$ cat src/rtl/encoder_pkg.sv
// Shared constants and types for the slice-wise matrix-encoder sequencer.
// Geometry, step encodings and the controller state enum live here.
package encoder_pkg;

    localparam int SLICES    = 64;
    localparam int ADDR_W    = 6;
    localparam int LINE_W    = 25;
    localparam int ROUNDS    = 24;
    localparam int NUM_STEPS = 3;
    localparam int ROUND_W   = 5;

    localparam logic [1:0] STEP_COLPARITY = 2'd0;
    localparam logic [1:0] STEP_PERMUTE   = 2'd1;
    localparam logic [1:0] STEP_NONLIN    = 2'd2;

    typedef enum logic [2:0] {
        ST_IDLE   = 3'd0,
        ST_LOAD   = 3'd1,
        ST_RUN    = 3'd2,
        ST_FLUSH  = 3'd3,
        ST_UNLOAD = 3'd4
    } seq_state_e;

endpackage

$ cat src/rtl/seq_skid_fifo.sv
// Two-entry valid/ready buffer for the unload stream. Occupancy is exported so
// the controller can grant RAM read credit without ever overflowing it.
module seq_skid_fifo
    import encoder_pkg::*;
(
    input  logic              clk,
    input  logic              rst_n,
    input  logic              push,
    input  logic [LINE_W-1:0] push_data,
    input  logic              out_ready,
    output logic              out_valid,
    output logic [LINE_W-1:0] out_data,
    output logic [1:0]        occupancy
);

    logic [LINE_W-1:0] head_r, head_s;
    logic [LINE_W-1:0] tail_r, tail_s;
    logic [1:0]        cnt_r, cnt_s;
    logic              pop_s;

    assign pop_s     = out_ready && (cnt_r != 2'd0);
    assign out_valid = (cnt_r != 2'd0);
    assign out_data  = head_r;
    assign occupancy = cnt_r;

    // Next-state of the buffer; head always holds the oldest entry
    always_comb begin
        head_s = head_r;
        tail_s = tail_r;
        cnt_s  = cnt_r;
        case ({push, pop_s})
            2'b10: begin
                if (cnt_r == 2'd0) begin
                    head_s = push_data;
                    cnt_s  = 2'd1;
                end else if (cnt_r == 2'd1) begin
                    tail_s = push_data;
                    cnt_s  = 2'd2;
                end else begin
                    cnt_s = cnt_r;
                end
            end
            2'b01: begin
                head_s = tail_r;
                cnt_s  = cnt_r - 2'd1;
            end
            2'b11: begin
                if (cnt_r == 2'd1) begin
                    head_s = push_data;
                end else begin
                    head_s = tail_r;
                    tail_s = push_data;
                end
            end
            default: begin
                cnt_s = cnt_r;
            end
        endcase
    end

    // Buffer storage and occupancy register
    always_ff @(posedge clk or negedge rst_n) begin
        if (!rst_n) begin
            head_r <= {LINE_W{1'b0}};
            tail_r <= {LINE_W{1'b0}};
            cnt_r  <= 2'd0;
        end else begin
            head_r <= head_s;
            tail_r <= tail_s;
            cnt_r  <= cnt_s;
        end
    end

endmodule

$ cat src/rtl/encoder_sequencer.sv
// Sequencer for the slice-wise encoder: loads a state into bank 0, runs
// ROUNDS x NUM_STEPS ping-pong passes through the datapath, then streams it out.
module encoder_sequencer #(
    parameter int SLICES    = encoder_pkg::SLICES,
    parameter int ADDR_W    = encoder_pkg::ADDR_W,
    parameter int ROUNDS    = encoder_pkg::ROUNDS,
    parameter int NUM_STEPS = encoder_pkg::NUM_STEPS
) (
    input  logic                             clk,
    input  logic                             rst_n,
    input  logic                             start,
    output logic                             busy,
    output logic                             done,
    input  logic                             in_valid,
    output logic                             in_ready,
    input  logic [encoder_pkg::LINE_W-1:0]   in_data,
    output logic                             out_valid,
    input  logic                             out_ready,
    output logic [encoder_pkg::LINE_W-1:0]   out_data,
    output logic                             mem_rd_en,
    output logic [ADDR_W:0]                  mem_rd_addr_a,
    output logic [ADDR_W:0]                  mem_rd_addr_b,
    input  logic [encoder_pkg::LINE_W-1:0]   mem_rd_data_a,
    output logic                             mem_wr_en,
    output logic [ADDR_W:0]                  mem_wr_addr,
    output logic [encoder_pkg::LINE_W-1:0]   mem_wr_data,
    output logic [1:0]                       dp_step,
    output logic [encoder_pkg::ROUND_W-1:0]  dp_round,
    input  logic [encoder_pkg::LINE_W-1:0]   dp_result
);

    import encoder_pkg::*;

    seq_state_e         state_r, state_s;
    logic [ADDR_W-1:0]  cnt_r, cnt_s;
    logic [ADDR_W-1:0]  ocnt_r, ocnt_s;
    logic [ADDR_W-1:0]  prev_s;
    logic [1:0]         step_r, step_s;
    logic [ROUND_W-1:0] round_r, round_s;
    logic               rb_r, rb_s;
    logic               wr_pend_r, wr_pend_s;
    logic [ADDR_W:0]    wr_addr_r, wr_addr_s;
    logic               inflight_r, inflight_s;
    logic               rd_all_r, rd_all_s;
    logic               done_r, done_s;

    logic               load_hs_s, out_hs_s, last_slice_s, last_pass_s, unl_rd_s;
    logic [1:0]         fifo_occ_s;
    logic [2:0]         credit_s;

    assign load_hs_s    = (state_r == ST_LOAD) && in_valid;
    assign out_hs_s     = out_valid && out_ready;
    assign last_slice_s = (cnt_r == ADDR_W'(SLICES - 1));
    assign last_pass_s  = (round_r == ROUND_W'(ROUNDS - 1)) && (step_r == 2'(NUM_STEPS - 1));
    assign prev_s       = (cnt_r == {ADDR_W{1'b0}}) ? ADDR_W'(SLICES - 1) : cnt_r - ADDR_W'(1);

    // Credit counts the slot freed by a pop this cycle so back-to-back reads sustain 1 slice/cycle
    assign credit_s = {1'b0, fifo_occ_s} + {2'b00, inflight_r} - {2'b00, out_hs_s};
    assign unl_rd_s = (state_r == ST_UNLOAD) && !rd_all_r && (credit_s < 3'd2);

    // Next-state and counter updates for the controller
    always_comb begin
        state_s    = state_r;
        cnt_s      = cnt_r;
        ocnt_s     = ocnt_r;
        step_s     = step_r;
        round_s    = round_r;
        rb_s       = rb_r;
        wr_pend_s  = 1'b0;
        wr_addr_s  = wr_addr_r;
        inflight_s = unl_rd_s;
        rd_all_s   = rd_all_r;
        done_s     = 1'b0;
        case (state_r)
            ST_IDLE: begin
                if (start) begin
                    state_s  = ST_LOAD;
                    cnt_s    = {ADDR_W{1'b0}};
                    ocnt_s   = {ADDR_W{1'b0}};
                    rb_s     = 1'b0;
                    step_s   = 2'd0;
                    round_s  = {ROUND_W{1'b0}};
                    rd_all_s = 1'b0;
                end else begin
                    state_s = ST_IDLE;
                end
            end
            ST_LOAD: begin
                if (load_hs_s) begin
                    cnt_s = cnt_r + ADDR_W'(1);
                    if (last_slice_s) begin
                        state_s = ST_RUN;
                        cnt_s   = {ADDR_W{1'b0}};
                    end else begin
                        state_s = ST_LOAD;
                    end
                end else begin
                    cnt_s = cnt_r;
                end
            end
            ST_RUN: begin
                wr_pend_s = 1'b1;
                wr_addr_s = {~rb_r, cnt_r};
                cnt_s     = cnt_r + ADDR_W'(1);
                if (last_slice_s) begin
                    state_s = ST_FLUSH;
                    cnt_s   = {ADDR_W{1'b0}};
                end else begin
                    state_s = ST_RUN;
                end
            end
            ST_FLUSH: begin
                rb_s = ~rb_r;
                if (last_pass_s) begin
                    state_s  = ST_UNLOAD;
                    step_s   = 2'd0;
                    round_s  = {ROUND_W{1'b0}};
                    cnt_s    = {ADDR_W{1'b0}};
                    ocnt_s   = {ADDR_W{1'b0}};
                    rd_all_s = 1'b0;
                end else if (step_r == 2'(NUM_STEPS - 1)) begin
                    state_s = ST_RUN;
                    step_s  = 2'd0;
                    round_s = round_r + ROUND_W'(1);
                end else begin
                    state_s = ST_RUN;
                    step_s  = step_r + 2'd1;
                end
            end
            ST_UNLOAD: begin
                if (unl_rd_s) begin
                    cnt_s    = cnt_r + ADDR_W'(1);
                    rd_all_s = last_slice_s;
                end else begin
                    cnt_s = cnt_r;
                end
                if (out_hs_s) begin
                    ocnt_s = ocnt_r + ADDR_W'(1);
                    if (ocnt_r == ADDR_W'(SLICES - 1)) begin
                        state_s = ST_IDLE;
                        done_s  = 1'b1;
                    end else begin
                        state_s = ST_UNLOAD;
                    end
                end else begin
                    ocnt_s = ocnt_r;
                end
            end
            default: begin
                state_s = ST_IDLE;
            end
        endcase
    end

    // Controller state register
    always_ff @(posedge clk or negedge rst_n) begin
        if (!rst_n) begin
            state_r    <= ST_IDLE;
            cnt_r      <= {ADDR_W{1'b0}};
            ocnt_r     <= {ADDR_W{1'b0}};
            step_r     <= 2'd0;
            round_r    <= {ROUND_W{1'b0}};
            rb_r       <= 1'b0;
            wr_pend_r  <= 1'b0;
            wr_addr_r  <= {(ADDR_W + 1){1'b0}};
            inflight_r <= 1'b0;
            rd_all_r   <= 1'b0;
            done_r     <= 1'b0;
        end else begin
            state_r    <= state_s;
            cnt_r      <= cnt_s;
            ocnt_r     <= ocnt_s;
            step_r     <= step_s;
            round_r    <= round_s;
            rb_r       <= rb_s;
            wr_pend_r  <= wr_pend_s;
            wr_addr_r  <= wr_addr_s;
            inflight_r <= inflight_s;
            rd_all_r   <= rd_all_s;
            done_r     <= done_s;
        end
    end

    seq_skid_fifo u_skid (
        .clk       (clk),
        .rst_n     (rst_n),
        .push      (inflight_r),
        .push_data (mem_rd_data_a),
        .out_ready (out_ready),
        .out_valid (out_valid),
        .out_data  (out_data),
        .occupancy (fifo_occ_s)
    );

    assign busy          = (state_r != ST_IDLE);
    assign in_ready      = (state_r == ST_LOAD);
    assign done          = done_r;
    assign mem_rd_en     = (state_r == ST_RUN) || unl_rd_s;
    assign mem_rd_addr_a = mem_rd_en ? {rb_r, cnt_r} : {(ADDR_W + 1){1'b0}};
    assign mem_rd_addr_b = (state_r == ST_RUN) ? {rb_r, prev_s} : {(ADDR_W + 1){1'b0}};
    assign mem_wr_en     = load_hs_s || wr_pend_r;
    assign mem_wr_addr   = load_hs_s ? {1'b0, cnt_r} : (wr_pend_r ? wr_addr_r : {(ADDR_W + 1){1'b0}});
    assign mem_wr_data   = load_hs_s ? in_data : (wr_pend_r ? dp_result : {LINE_W{1'b0}});
    assign dp_step       = step_r;
    assign dp_round      = round_r;

endmodule

$ cat config.mk
export PLATFORM = sky130hd
export DESIGN_NAME = encoder_sequencer
export DESIGN_NICKNAME = d
export VERILOG_FILES = /design/src/rtl/encoder_pkg.sv /design/src/rtl/seq_skid_fifo.sv /design/src/rtl/encoder_sequencer.sv
export SDC_FILE = /design/constraint.sdc
export NUM_CORES = 1
export LEC_CHECK = 0
export ABC_CLOCK_PERIOD_IN_PS = 4300
export CORE_MARGIN = 2
export CORE_UTILIZATION = 46
export CTS_CLUSTER_SIZE = 24
export DETAILED_ROUTE_END_ITERATION = 6
export PLACE_DENSITY = 0.81
export SYNTH_ARGS = -nofsm -noshare
export SYNTH_HDL_FRONTEND = slang
export SYNTH_SLANG_ARGS = --single-unit
export TNS_END_PERCENT = 5
$ cat constraint.sdc
create_clock -name clk -period 4.3 [get_ports clk]
set_clock_uncertainty 0.2 [all_clocks]
set_input_delay 1.075 -clock clk [delete_from_list [all_inputs] [get_ports clk]]
set_output_delay 1.075 -clock clk [all_outputs]
set_load 0.03 [all_outputs]
# ---- Word level (Yosys, flattened, before mapping)
# Cells that the tools add are included.
dict set report op_classes {
  n_addsub 8
  n_lt_le_gt_ge 1
  n_eq_ne 22
  n_mux 49
  bitwise 1
  n_reduce_logical 28
}
# cell count
set ops {}
lappend ops {{2-to-1 mux 25 bit} 6}
lappend ops {{one-hot mux 25 bit (3 select lines)} 1}
lappend ops {{one-hot mux 25 bit (2 select lines)} 1}
lappend ops {{2-to-1 mux 6 bit} 7}
lappend ops {{one-hot mux 6 bit (5 select lines)} 1}
lappend ops {{2-to-1 mux 7 bit} 4}
lappend ops {{one-hot mux 6 bit (3 select lines)} 1}
lappend ops {{2-to-1 mux 5 bit} 3}
lappend ops {{one-hot mux 3 bit (5 select lines)} 1}
lappend ops {{adder 6 x 1 -> 6 bit (second input constant)} 2}
lappend ops {{equality test 6 bit (second input constant)} 2}
lappend ops {{2-to-1 mux 2 bit} 6}
lappend ops {{2-to-1 mux 3 bit} 4}
lappend ops {{inequality test 2 bit (second input constant)} 6}
lappend ops {{one-hot mux 5 bit (2 select lines)} 1}
lappend ops {{2-to-1 mux 1 bit} 9}
lappend ops {{nonzero test 3 bit} 3}
lappend ops {{one-hot mux 2 bit (2 select lines)} 2}
lappend ops {{AND reduction 2 bit} 4}
lappend ops {{AND reduction 4 bit} 2}
lappend ops {{nonzero test 2 bit} 4}
lappend ops {{equality test 2 bit (second input constant)} 3}
lappend ops {{equality test 3 x 2 -> 1 bit (second input constant)} 2}
lappend ops {{zero test 6 bit} 1}
lappend ops {{25 further kinds} 33}
dict set report word_totals {
  reg_bits 86
  input_bits 80
  output_inout_bits 84
  elab_cells 123
}

# ---- Logic depth before layout (Yosys ltp)
# Gate-level depths: netlist of the first run.
dict set report depth {
  ltp_word 7
  mapped_depth 13
  mapped_depth_nobuf 12
}

# ---- Cells and area by module
# From an unflattened synthesis of the first run, not the netlist that was laid out.
dict set report hier_totals {
  cells_unflattened 582
  hier_area_um2 5151.2
}
# module instances cells_per_inst area_each_um2 seq_area_each_um2
set by_module_without_submodules {}
lappend by_module_without_submodules {seq_skid_fifo 1 251 2768.9 1301.2}
lappend by_module_without_submodules {encoder_sequencer 1 331 2382.3 850.8}

# ---- Worst setup path before layout of the first run
# No wires, ideal clock.
dict set report synth_path {
  kind {input port to output port}
  startpoint {input port out_ready}
  endpoint {output port mem_rd_addr_a[2]}
  t_arrival_ns 2.869
  t_required_ns 3.025
  slack_ns 0.156
  cell_stages 10
  n_path_buf 0
  cell_sequence {nand2b_1 > inv_1 > nor2_1 > o21ai_0 > fa_1 > xnor2_1 > nand3b_1 > nor2_1 > nor2_1 > nor2b_1}
}
dict set report synth_between {
  elab_chain_len 6
}
# element line
set synth_lines {}
lappend synth_lines {{from (decl)} encoder_sequencer.sv:18} ;# input logic out_ready,
lappend synth_lines {{logical AND 1 bit} encoder_sequencer.sv:52} ;# assign out_hs_s = out_valid && out_ready;
lappend synth_lines {{subtractor 3 x 1 -> 3 bit} encoder_sequencer.sv:58} ;# assign credit_s = {1'b0, fifo_occ_s} + {2'b00, inflight_r} - {2'b00, out_hs_s};
lappend synth_lines {{less-than comparator 3 x 2 -> 1 bit} encoder_sequencer.sv:59} ;# assign unl_rd_s = (state_r == ST_UNLOAD) && !rd_all_r && (credit_s < 3'd2);
lappend synth_lines {{logical AND 1 bit} encoder_sequencer.sv:59}
lappend synth_lines {{net inflight_s} encoder_sequencer.sv:43} ;# logic inflight_r, inflight_s;
lappend synth_lines {{logical OR 1 bit} encoder_sequencer.sv:198} ;# assign mem_rd_en = (state_r == ST_RUN) || unl_rd_s;
lappend synth_lines {{2-to-1 mux 7 bit} encoder_sequencer.sv:199} ;# assign mem_rd_addr_a = mem_rd_en ? {rb_r, cnt_r} : {(ADDR_W + 1){1'b0}};
lappend synth_lines {{to (decl)} encoder_sequencer.sv:21} ;# output logic [ADDR_W:0] mem_rd_addr_a,
# The timed path passes the listed nets, and every way through them passes these cells.

# ---- Worst setup path after layout of the first run
dict set report layout_path {
  startpoint {input port out_ready}
  endpoint {output port mem_rd_addr_a[5]}
}
# The elaborated chain is that of the path after synthesis.

==> out/qor.txt, run 1 <==
sw frac: 0.3847
drt drc: 0
Setup-failing EPs final: 0
maxcap violations: 0
Cell Area, Placed: 6397 µm²
final hold violation count: 0
clock share of power: 0.169
H-tree levels: 3
Peak Freq: 238.1 MHz
# fillers: 778
syn_area_per_cell: 8.815 µm²
CP startpoint: out_ready
Static Leak: 2.915 nW
initial antenna violation count: 0
n_diodes: 0
CTS Hold Bufs: 0
total power: 3.458 mW
Post-DP HPWL: 9099 µm
first drt pass iteration count: 4
via count: 4446
peak fanout along the critical path: 8
Synth Cell Area: 4663 µm²
startpoint types: input pin
vias per cell: 5.350
Die ar.: 10960 µm²
area delta synth->final: 44.14%
nets: 782
switching power: 1.330 mW
CP endpoint kind: primary output
Synth Net Count: 618
worst hold path class: reg2reg
min Tclk post-route: 4199 ps
Die Span X: 104.7 µm
Slew Limit Headroom: 0.3527
Hold Path Sink: u_skid.out_data[9]$_DFFE_PN0P_
core region area: 9819 µm²
Netlist cell types: 53
CTS Buf Count: 9
Starting Density: 0.4749
gpl congestion: 0.8585
root buf cell: clkbuf_8
Crit Path Class: in2out
routed length per placed instance: 15.47 µm
Total GRT Usage: 0.2391
flops & latches, synth: 86
Worst R2R Start: u_skid.occupancy[1]$_DFFE_PN0P_
sequential area share after synthesis: 0.4615
Arr. time, crit path: 2920 ps
fin. max-slew vios: 0
global-route wire length before repair: 21520 µm
placed insts: 805
WP data required: 3020 ps
CTS sink cnt: 86
clk buf depth: 2
Clock transition at path regs: 80 ps
Comb pwr share: 0.458
reg2reg path depth: 20
setup_tns: 0 ps
final std cells w/o fill: 831
Die Y: 104.7 µm
grt ovf: 0
Max IR drop VDD: 0.0004135 V
Synth Instances: 529
EDFF count, synth: 0
Hold Startpoint: u_skid.out_data[9]$_DFFE_PN0P_
most frequent cells in the layout: 121 x nand2_1, 121 x clkdlybuf4s50_1, 85 x dfrtp_1
largest net degree at the start of global routing: 77
num ports: 164
worst-skew pair later-pin latency: 350 ps
DRT Wirelength: 12850 µm
pwr dens: 514.5 nW/µm²
end of the worst register-to-register path: cnt_r[5]$_DFFE_PN0P_
layout cells sized above 1: 0.1877
vias in the first global route: 4462
actual slew at the worst max-slew pin: 970.9 ps
Async SR Flop Fraction: 1.000
Post-DRT Antenna Nets: 0
Hold Crit Depth: 2
R2R Setup Slk: 250 ps
Initial DRC Count: 242
status: finished, final reports clean
Pint: 2.128 mW
period utilization: 0.9766
Reg power frac: 0.373
design area: 6721 µm²
predominant post-synthesis flop cell: dfrtp_1
Synth warnings: 0
CTS tree: yes
PortBufs: 163
placement row count: 36
cells by family after synthesis:
group	synth area share
multiplexers	0.06493
flip-flops	0.4615
AND/OR/NAND/NOR	0.2109
AO/OA/AOI/OAI	0.1819
adder cells (fa/ha/maj)	0.02576
buffers and inverters	0.04373
XOR/XNOR	0.01127
cell usage after synthesis (all sizes together), types with 2 or more instances:
| master | number | area, µm² |
|---|---|---|
| a21oi | 12 | 63.81 |
| a22o | 4 | 35.03 |
| a22oi | 25 | 187.7 |
| a32o | 4 | 40.04 |
| and2 | 3 | 18.77 |
| and3 | 4 | 25.02 |
| buf | 5 | 30.02 |
| clkbuf | 31 | 117.6 |
| dfrtp | 86 | 2152 |
| ha | 8 | 100.1 |
| inv | 15 | 56.30 |
| mux2 | 26 | 292.8 |
| nand2 | 121 | 454.2 |
| nand2b | 8 | 50.05 |
| nand3 | 8 | 40.04 |
| nand3b | 3 | 22.52 |
| nand4 | 2 | 12.51 |
| nand4b | 3 | 26.28 |
| nor2 | 35 | 146.4 |
| nor2b | 10 | 62.56 |
| nor3 | 5 | 25.02 |
| o211ai | 3 | 22.52 |
| o21ai | 73 | 365.4 |
| o22ai | 3 | 18.77 |
| o31ai | 2 | 28.78 |
| or2 | 5 | 31.28 |
| or3 | 2 | 12.51 |
| or3b | 2 | 17.52 |
| or4b | 2 | 23.77 |
| xnor2 | 3 | 26.28 |
| xor2 | 3 | 26.28 |
power groups by stage:
stage / Clock, mW / Sequential, mW / Combinational, mW
finish: 0.585 / 1.29 / 1.58
detailed placement: 0 / 1.30 / 1.47
global placement: 0 / 1.28 / 1.42
floorplan: 0 / 1.48 / 0.665
CTS: 0.602 / 1.29 / 1.55
global route: 0.645 / 1.33 / 1.72
sequential cells by signal (all words and copies together) (netlist names):
name,flops
cnt_r,6
done,1
dp_round,5
dp_step,2
inflight_r,1
ocnt_r,6
rb_r,1
rd_all_r,1
state_r,3
u_skid.occupancy,2
u_skid.out_data,25
u_skid.tail_r,25
wr_addr_r,7
wr_pend_r,1
through the flow:
| step | util | hold slack [ps] | setup WS [ps] |
|---|---|---|---|
| 3_3_place_gp | 0.6515 | 262.5 | -246.9 |
| 6_report | 0.6845 | 287.6 | 100.7 |
| 4_1_cts | 0.6793 | 291.6 | 122.8 |
| 2_1_floorplan | - | 246.1 | 155.5 |
| 5_1_grt | 0.6845 | 318.6 | -13.52 |
| 3_5_place_dp | 0.6515 | 266.8 | -330.5 |
layer usage:
metal  up-vias  global-route usage  part of all wire
met1      2120              0.2849              0.41
met3         6             0.07673             0.076
met4         0             0.07048            0.0065
li1       2153                   -                 -
met2       167              0.4136              0.51
met5         -                   0                 0
critical path, cell delays in order:
cell and delay, ps:
clkdlybuf4s15_1 200, nand2b_1 150, inv_1 80, nor2_2 110
o21ai_2 70, fa_2 540, nand3b_1 160, nor2_4 160
nor2_4 70, nor2b_1 140, buf_4 170
worst max path at each step:
stage	endpoint	slack (ps)	cells after the start
after floorplan	mem_rd_addr_a[2]	160	10
after global placement	mem_rd_addr_a[6]	-250	11
after detailed placement	mem_rd_addr_a[6]	-330	11
after CTS	mem_rd_addr_a[6]	120	11
after global routing	mem_rd_addr_a[4]	-10	11
final	mem_rd_addr_a[5]	100	11
layout make-up:
cell class	count	area, µm²	area share
repair buffers	189	1774	0.2640
clock inverters	3	42.54	0.006329
inverters	15	56.30	0.008377
clock buffers	13	158.9	0.02364
well taps	133	166.4	0.02476
flip-flops and latches	86	2153	0.3204
multi-input cells	392	2370	0.3526
what timing repair did:
action                                  4_1_cts  5_1_grt
endpoints found under the hold margin         0        0
endpoints found under the setup margin        8       14
pin swaps                                     5        6
buffers inserted                              8        2
gates resized for setup                       6       10
Note: power is estimated with default switching activity, not from simulation.
==> run 2: changes to the inputs <==
- CORE_UTILIZATION: 46 -> 40
- MAX_ROUTING_LAYER: default -> met4
- PLACE_DENSITY: 0.81 -> 0.72
==> run 2 against run 1 <==
Compared with the run above:
- routed wire length fell by 1.5%
- via count fell by 2.2%
- worst setup slack improved by 74 ps
- final cell count rose by 0.60%
- combinational power fell by 5%
- clock-buffer cell count fell by 3
- critical path type unchanged
- critical endpoint is now mem_rd_addr_a[6]
- sequential power barely moved
- sequential cell count did not move
- largest cell class unchanged
- global-route usage fell by 2.8 points
- clock power rose by 37%
- cell area rose by 2.6%
==> out/qor.txt, run 2 (synthesis gave the netlist of run 1 again) <==
placed insts: 816 (+1.4%)
num ports: 164 (unchanged)
# fillers: 946 (+22%)
fin. max-slew vios: 0 (unchanged)
peak fanout along the critical path: 7 (-1)
status: finished, final reports clean
largest net degree at the start of global routing: 87 (+13%)
vias per cell: 5.203 (-2.7%)
period utilization: 0.9593 (-0.01729)
layout cells sized above 1: 0.1919 (+0.004240)
Max IR drop VDD: 0.0004080 V (-1.3%)
setup_tns: 0 ps (unchanged)
placement row count: 39 (+8.3%)
worst hold path class: reg2reg
final std cells w/o fill: 836 (+0.60%)
DRT Wirelength: 12650 µm (-1.5%)
gpl congestion: 0.8422 (-1.9%)
H-tree levels: 3 (unchanged)
CTS sink cnt: 86 (unchanged)
grt ovf: 0 (unchanged)
maxcap violations: 0 (unchanged)
Peak Freq: 242.4 MHz (+1.8%)
Die Span X: 112.0 µm (+7.0%)
Core Util, Final: 0.6042 (-0.08030)
Reg power frac: 0.359 (-0.014)
total power: 3.592 mW (+3.9%)
Setup-failing EPs final: 0 (unchanged)
CTS Hold Bufs: 0 (unchanged)
Clock transition at path regs: 60 ps (-20 ps)
startpoint types: input pin
drt drc: 0 (unchanged)
WP data required: 3020 ps (about the same)
Arr. time, crit path: 2850 ps (-70 ps)
sw frac: 0.3769 (-0.007786)
first drt pass iteration count: 4 (unchanged)
min Tclk post-route: 4125 ps (-74.35 ps)
vias in the first global route: 4393 (-1.5%)
CTS Buf Count: 9 (unchanged)
via count: 4350 (-2.2%)
CTS tree: yes
Slew Limit Headroom: 0.2672 (-0.08551)
clock share of power: 0.224 (+0.055)
area delta synth->final: 47.95%
Total GRT Usage: 0.2112 (-0.02786)
core region area: 11420 µm² (+16%)
Pint: 2.238 mW (+5.2%)
CP endpoint kind: primary output
Static Leak: 2.965 nW (+1.7%)
smallest hold slack: 279.1 ps (-8.464 ps)
Die ar.: 12540 µm² (+14%)
PortBufs: 163 (unchanged)
Comb pwr share: 0.417 (-0.041)
most frequent cells in the layout: 121 x nand2_1, 121 x clkdlybuf4s50_1, 86 x dfrtp_1
Starting Density: 0.4084 (-0.06650)
switching power: 1.354 mW (+1.8%)
nets: 777 (-0.64%)
global-route wire length before repair: 20830 µm (-3.2%)
Post-DRT Antenna Nets: 0 (unchanged)
pwr dens: 520.6 nW/µm² (+1.2%)
n_diodes: 0 (unchanged)
Die Y: 112.0 µm (+7.0%)
Initial DRC Count: 228 (-5.8%)
final hold violation count: 0 (unchanged)
clk buf depth: 2 (unchanged)
routed length per placed instance: 15.14 µm (-2.1%)
RSZ-0062 raised after global routing: false
worst-skew pair later-pin latency: 340 ps (about the same)
Crit Path Class: in2out
root buf cell: clkbuf_16
initial antenna violation count: 0 (unchanged)
actual slew at the worst max-slew pin: 1099 ps (+128.3 ps)
Post-DP HPWL: 9203 µm (+1.1%)
run 2: final timing paths:
check                                                start                       endpoint  slack [ps]  cells after the start
setup / recovery                                 out_ready               mem_rd_addr_a[6]         180                     12
hold / removal                    wr_addr_r[3]$_DFFE_PN0P_       wr_addr_r[3]$_DFFE_PN0P_         280                      2
setup reg to reg           u_skid.occupancy[1]$_DFFE_PN0P_           cnt_r[2]$_DFFE_PN0P_        1060                     12
hold reg to reg                   wr_addr_r[3]$_DFFE_PN0P_       wr_addr_r[3]$_DFFE_PN0P_         280                      2
max in group asynchronous                            rst_n                 done$_DFF_PN0_        2450                      1
min in group asynchronous                            rst_n  u_skid.tail_r[10]$_DFFE_PN0P_         730                      1
run 2: worst max-delay path, stage by stage:
cell and delay [ps]:
clkbuf_2 100, nand2b_1 130, inv_2 60, nor2_2 120
o21ai_2 80, fa_2 540, nand3b_1 100, nor2_2 160
nor2_4 70, buf_12 140, nor2b_2 110, buf_4 160
run 2: area by class of cell:
cell class	instances	area, µm²	share of cell area
Clock buffer	10	239.0	0.03464
Clock inverter	6	68.82	0.009975
Sequential cell	86	2152	0.3119
Inverter	15	56.30	0.008161
Timing Repair Buffer	184	1819	0.2637
Tap cell	143	178.9	0.02593
Multi-Input combinational cell	392	2385	0.3457
run 2: repair_timing:
item	CTS	global route
endpoints found under the hold margin	0	0
setup buffers	4	0
pin swaps	4	5
gates resized for setup	14	8
setup endpoints to repair	8	8
run 2: through the flow:
stage / area [µm²] / setup slack, ps
2_1_floorplan: 4663 / 155.5
3_3_place_gp: 6492 / -532.3
3_5_place_dp: 6492 / -615.6
4_1_cts: 6882 / 3.801
5_1_grt: 6899 / 1.255
6_report: 6899 / 175.0
run 2: per-layer routing:
metal	global-route usage	vias up	routed length (µm)
li1	-	2146	-
met1	0.2419	2035	5234
met2	0.3624	153	6281
met3	0.05988	16	944
met4	0.06179	0	193
met5	-	-	0
run 2: power by group through the flow:
stage | Sequential (mW) | Clock, mW | Combinational (mW)
floorplan | 1.48 | 0 | 0.665
detailed placement | 1.30 | 0 | 1.49
global route | 1.33 | 0.859 | 1.63
finish | 1.29 | 0.803 | 1.50
CTS | 1.29 | 0.821 | 1.50
global placement | 1.28 | 0 | 1.44
==> RTL edit 1, RTL diff (config.mk and constraints of run 1) <==
Re-encode `seq_state_e` (5 states) as one-hot, 5 bits wide.
--- a/src/rtl/encoder_pkg.sv
+++ b/src/rtl/encoder_pkg.sv
@@ -13,12 +13,12 @@
     localparam logic [1:0] STEP_PERMUTE   = 2'd1;
     localparam logic [1:0] STEP_NONLIN    = 2'd2;
 
-    typedef enum logic [2:0] {
-        ST_IDLE   = 3'd0,
-        ST_LOAD   = 3'd1,
-        ST_RUN    = 3'd2,
-        ST_FLUSH  = 3'd3,
-        ST_UNLOAD = 3'd4
+    typedef enum logic [4:0] {
+        ST_IDLE   = 5'b00001,
+        ST_LOAD   = 5'b00010,
+        ST_RUN    = 5'b00100,
+        ST_FLUSH  = 5'b01000,
+        ST_UNLOAD = 5'b10000
     } seq_state_e;
 
 endpackage
Behaviour: same outputs for any inputs over 10 cycles, from zero or initial values and one cycle with rst_n low; not proved beyond that.
==> RTL edit 1 against run 1 <==
The flow now finishes with violations (negative setup slack); area after synthesis up 3.4%; setup slack worse by 0.10 ns; total power down 13%; critical path depth down 1; via count up 4.5%; core utilization down 1.1 points; sequential cell count up 2; global-route usage down 0.22 points; final area up 2.6%; routed wire length up 6.2%; highest routed layer unchanged.
==> RTL edit 1: results (changes against run 1) <==
- Placed cells: 815 (+1.2%)
- Critical path arrival: 3.03 ns (+0.11 ns)
- Pre-CTS WS: -0.554 ns (-0.224 ns)
- Clock latency on the worst-skew pair: 0.35 ns (about the same)
- Leakage: 3.17 nW (+8.8%)
- Setup Viol. Count Final: 1 (+1)
- Antenna cells: 0 (unchanged)
- Drt pass-1 iters: 5 (+1)
- Routing usage on met2: 0.432 (+0.0181)
- Slew @ Worst Pin: 0.587 ns (-0.384 ns)
- Share of the synthesized area in the top cell type: 0.452 (-0.00978)
- Post-synth top cells: 108 x nand2_1, 87 x dfrtp_1, 43 x nand3_1, 38 x o21ai_0, 29 x nor2_1
- Non-Filler Instances: 839 (+0.96%)
- Instance area after placement: 0.00653 mm2 (+2.1%)
- Fin worst setup slack: -0.000404 ns (-0.101 ns)
- GPL Wtd Cong: 0.844 (-1.7%)
- Hold EP: u_skid.out_data[0]$_DFFE_PN0P_
- Vias: 4645 (+4.5%)
- GR Util met1: 0.269 (-0.0157)
- Worst R2R Start: u_skid.occupancy[0]$_DFFE_PN0P_
- Clk buf depth: 2 (unchanged)
- Total GRT Usage: 0.237 (-0.00222)
- Hold path startpoint: u_skid.out_data[0]$_DFFE_PN0P_
- Routed WL: 13700 um (+6.2%)
- Largest net degree at the start of global routing: 51 (-34%)
- DPL Wire Length: 9750 um (+7.2%)
- Antenna violations before repair: 0 (unchanged)
- Hold Crit Depth: 2 (unchanged)
- Grt met3 use: 0.0681 (-0.00867)
- Worst-path clk slew: about 0.09 ns
- Initial DRC count: 253 (+4.5%)
- Synth area leaders: dfrtp_1 45%, nand2_1 8.4%, mux2_2 5.8%
- Global-route wire length before repair: 21700 um (+0.67%)
- Post-Syn Nets: 623 (+0.81%)
- Worst Path Max Fanout: 8 (unchanged)
- R2r setup slk: 1.05 ns (+0.80 ns)
- Sequential-to-total area share from yosys stat: 0.457 (-0.00433)
- Synth unique cells: 63 (+19%)
- Worst hold path class: reg2reg
- Htree depth: 3 (unchanged)
- Layout Nets: 788 (+0.77%)
- Syn_area_per_cell: 9.03 um2 (+2.4%)
- FF-to-FF End: cnt_r[5]$_DFFE_PN0P_
- CTS buffer count: 9 (unchanged)
- Failing checks: negative setup slack
- Port-buffer cells: 163 (unchanged)
- Depth of the most critical reg-to-reg path: 13 (-35%)
- Synthesis warning total: 0 (unchanged)
- Worst vdd ir: 0.000365 V (-12%)
- Ratio of cells with drive above 1 in the final layout: 0.192 (+0.00436)
- Root Driver: clkbuf_8
- Status: finished with violations
- Asr flop ratio synth: 1.00 (unchanged)
- Total net switching power: 1.17 mW (-12%)
-- RTL edit 1: cell count changes in the layout (fill, tap and decap cells not counted), moves of 5 or more --
cell	before	now
o31ai_1	1	8
nor2b_1	10	2
and2_4	0	5
o21ai_1	0	7
buf_4	63	57
nand3_1	8	43
nand2_1	121	108
buf_6	0	5
o21ai_0	72	37
-- RTL edit 1: layer usage --
layer | vias up | share of wire
met4 | 0 | 0.016
met1 | 2220 | 0.39
met2 | 187 | 0.51
met5 | - | 0
met3 | 25 | 0.081
li1 | 2213 | -
-- RTL edit 1: cells by family after synthesis --
family	Yosys count	share of synthesized area
AND/OR/NAND/NOR	235	0.232
AO/OA/AOI/OAI	121	0.170
flip-flops	88	0.457
buffers and inverters	49	0.0436
multiplexers	27	0.0626
adder cells (fa/ha/maj)	9	0.0249
XOR/XNOR	5	0.00909
-- RTL edit 1: through the flow --
| step | TNS [ns] | hold slack [ns] |
|---|---|---|
| after floorplan | -0.254 | 0.247 |
| after global placement | -3.56 | 0.262 |
| after detailed placement | -4.06 | 0.277 |
| after CTS | -0.360 | 0.301 |
| after global routing | -0.260 | 0.326 |
| final | -0.000404 | 0.294 |
-- RTL edit 1: worst max-delay path by stage --
stage | start | end | cells past startpoint
after floorplan | out_ready | mem_rd_addr_a[1] | 8
after global placement | out_ready | mem_rd_addr_a[1] | 10
after detailed placement | out_ready | mem_rd_addr_a[2] | 10
after CTS | out_ready | mem_rd_addr_a[2] | 11
after global routing | out_ready | mem_rd_addr_a[6] | 11
final | out_ready | mem_rd_addr_a[2] | 10
-- RTL edit 1: layout make-up --
cell class                 instances  area [um2]
clock buffer                       9         124
clock inverter                     6        92.6
fill                             788        3340
inverter                          17        66.3
multi-input combinational        397        2490
sequential                        88        2200
tap                              136         170
timing repair buffer             186        1750
-- RTL edit 1: critical path, cell delays in order --
cell and delay, ns:
buf_8 0.10, nand2b_4 0.09, nor2_4 0.06, buf_4 0.13, fa_1 0.52, inv_1 0.06
or3_4 0.40, o21ai_4 0.26, and2_4 0.22, buf_12 0.11
-- RTL edit 1: timing repair --
action / CTS / global route
buffers inserted: 2 / 7
endpoints found under the setup margin: 8 / 8
hold buffers: 0 / 0
gates cloned: 0 / 0
gates resized for setup: 24 / 6
pin swaps: 10 / 8
-- RTL edit 1: power by group through the flow --
stage / Clock [mW] / Combinational (mW) / Sequential [mW]
2_1_floorplan: 0 / 0.614 / 1.19
3_3_place_gp: 0 / 1.21 / 1.05
3_5_place_dp: 0 / 1.24 / 1.05
4_1_cts: 0.642 / 1.30 / 1.04
5_1_grt: 0.674 / 1.45 / 1.05
6_report: 0.630 / 1.35 / 1.04
==> RTL edit 2, RTL diff (settings of run 1) <==
Without the edit above. `LINE_W`: 25 -> 21.
--- a/src/rtl/encoder_pkg.sv
+++ b/src/rtl/encoder_pkg.sv
@@ -4,7 +4,7 @@
 
     localparam int SLICES    = 64;
     localparam int ADDR_W    = 6;
-    localparam int LINE_W    = 25;
+    localparam int LINE_W    = 21;
     localparam int ROUNDS    = 24;
     localparam int NUM_STEPS = 3;
     localparam int ROUND_W   = 5;
Interface: changed (5 resized); port bits go from 164 to 144. No check against the original RTL was run, so the function may have changed too.
==> RTL edit 2 against run 1 <==
Final cell count is 7.0% lower; final area is 5.0% lower; count of clock-buffer cells in the layout is 4 lower; total power is 12% lower; largest cell class unchanged; setup slack worse by 0.15 ns; non-clock buffer count is 7 higher; global-route usage is 0.56 points higher; sequential cell count is 8 lower; sequential power is 15% lower; the run now ends with negative setup slack left; area after synthesis is 6.8% lower; routed wire length is 2.6% lower.
==> RTL edit 2: results (changes against run 1) <==
- Status: finished with violations
- Failing checks: negative setup slack
- Setup Viol. Count Final: 9 (+9)
- Count of multi-input gates: 356 (-9.2%)
- Clk sinks: 78 (-9.3%)
- R2r setup slk: 0.02 ns (-0.23 ns)
- Post-Synth XOR/XNOR Area: 0.0181 (+0.00688)
- Number of placement rows: 35 (-2.8%)
- Fin worst setup slack: -0.0522 ns (-0.153 ns)
- Routed WL: 12500 um (-2.6%)
- Placed cells: 721 (-10%)
- Hold EP: wr_addr_r[4]$_DFFE_PN0P_
- Syn Inst Count: 483 (-8.7%)
- Critical path arrival: 3.08 ns (+0.16 ns)
- Seq area share: 0.306 (-0.0143)
- Compound-cell area share of the yosys netlist: 0.182 (+0.000400)
- CP Capture Point: mem_rd_addr_a[0]
- Layout Nets: 734 (-6.1%)
- Synth area leaders: dfrtp_1 45%, nand2_1 8.7%, mux2_2 6.7%
- Initial DRC count: 155 (-36%)
- Hold path startpoint: wr_addr_r[4]$_DFFE_PN0P_
- CTS resizes: 21 (+15)
- Post-Syn Nets: 560 (-9.4%)
- Clock latency on the worst-skew pair: 0.37 ns (+0.02 ns)
- Non-clk invs: 16 (+1)
- Setup Fix Bufs, Post-CTS: 32 (+24)
- CLK BUF: 9 (-4)
- Non-Filler Instances: 773 (-7.0%)
[RTL edit 2: report_power, final]
part | internal (mW) | switching, mW | leakage, nW
clock network | 0.275 | 0.302 | 0.0968
registers | 0.923 | 0.178 | 1.03
logic | 0.678 | 0.691 | 1.72
[RTL edit 2: through the flow]
stage / hold WS (ns) / cell area, um2 / TNS (ns) / setup slack (ns)
final: 0.277 / 6380 / -0.379 / -0.0522
after global routing: 0.311 / 6380 / -1.31 / -0.154
after CTS: 0.283 / 6320 / -0.628 / -0.0866
after detailed placement: 0.263 / 5830 / -4.73 / -0.603
after global placement: 0.261 / 5830 / -4.02 / -0.512
after floorplan: 0.246 / 4400 / -0.362 / -0.0595
[RTL edit 2: per-layer routing]
layer	share of wire	wire length (um)	up-vias
met1	0.37	4630	1964
li1	-	-	2026
met3	0.096	1200	38
met5	0	0	-
met4	0.033	411	0
met2	0.50	6280	190
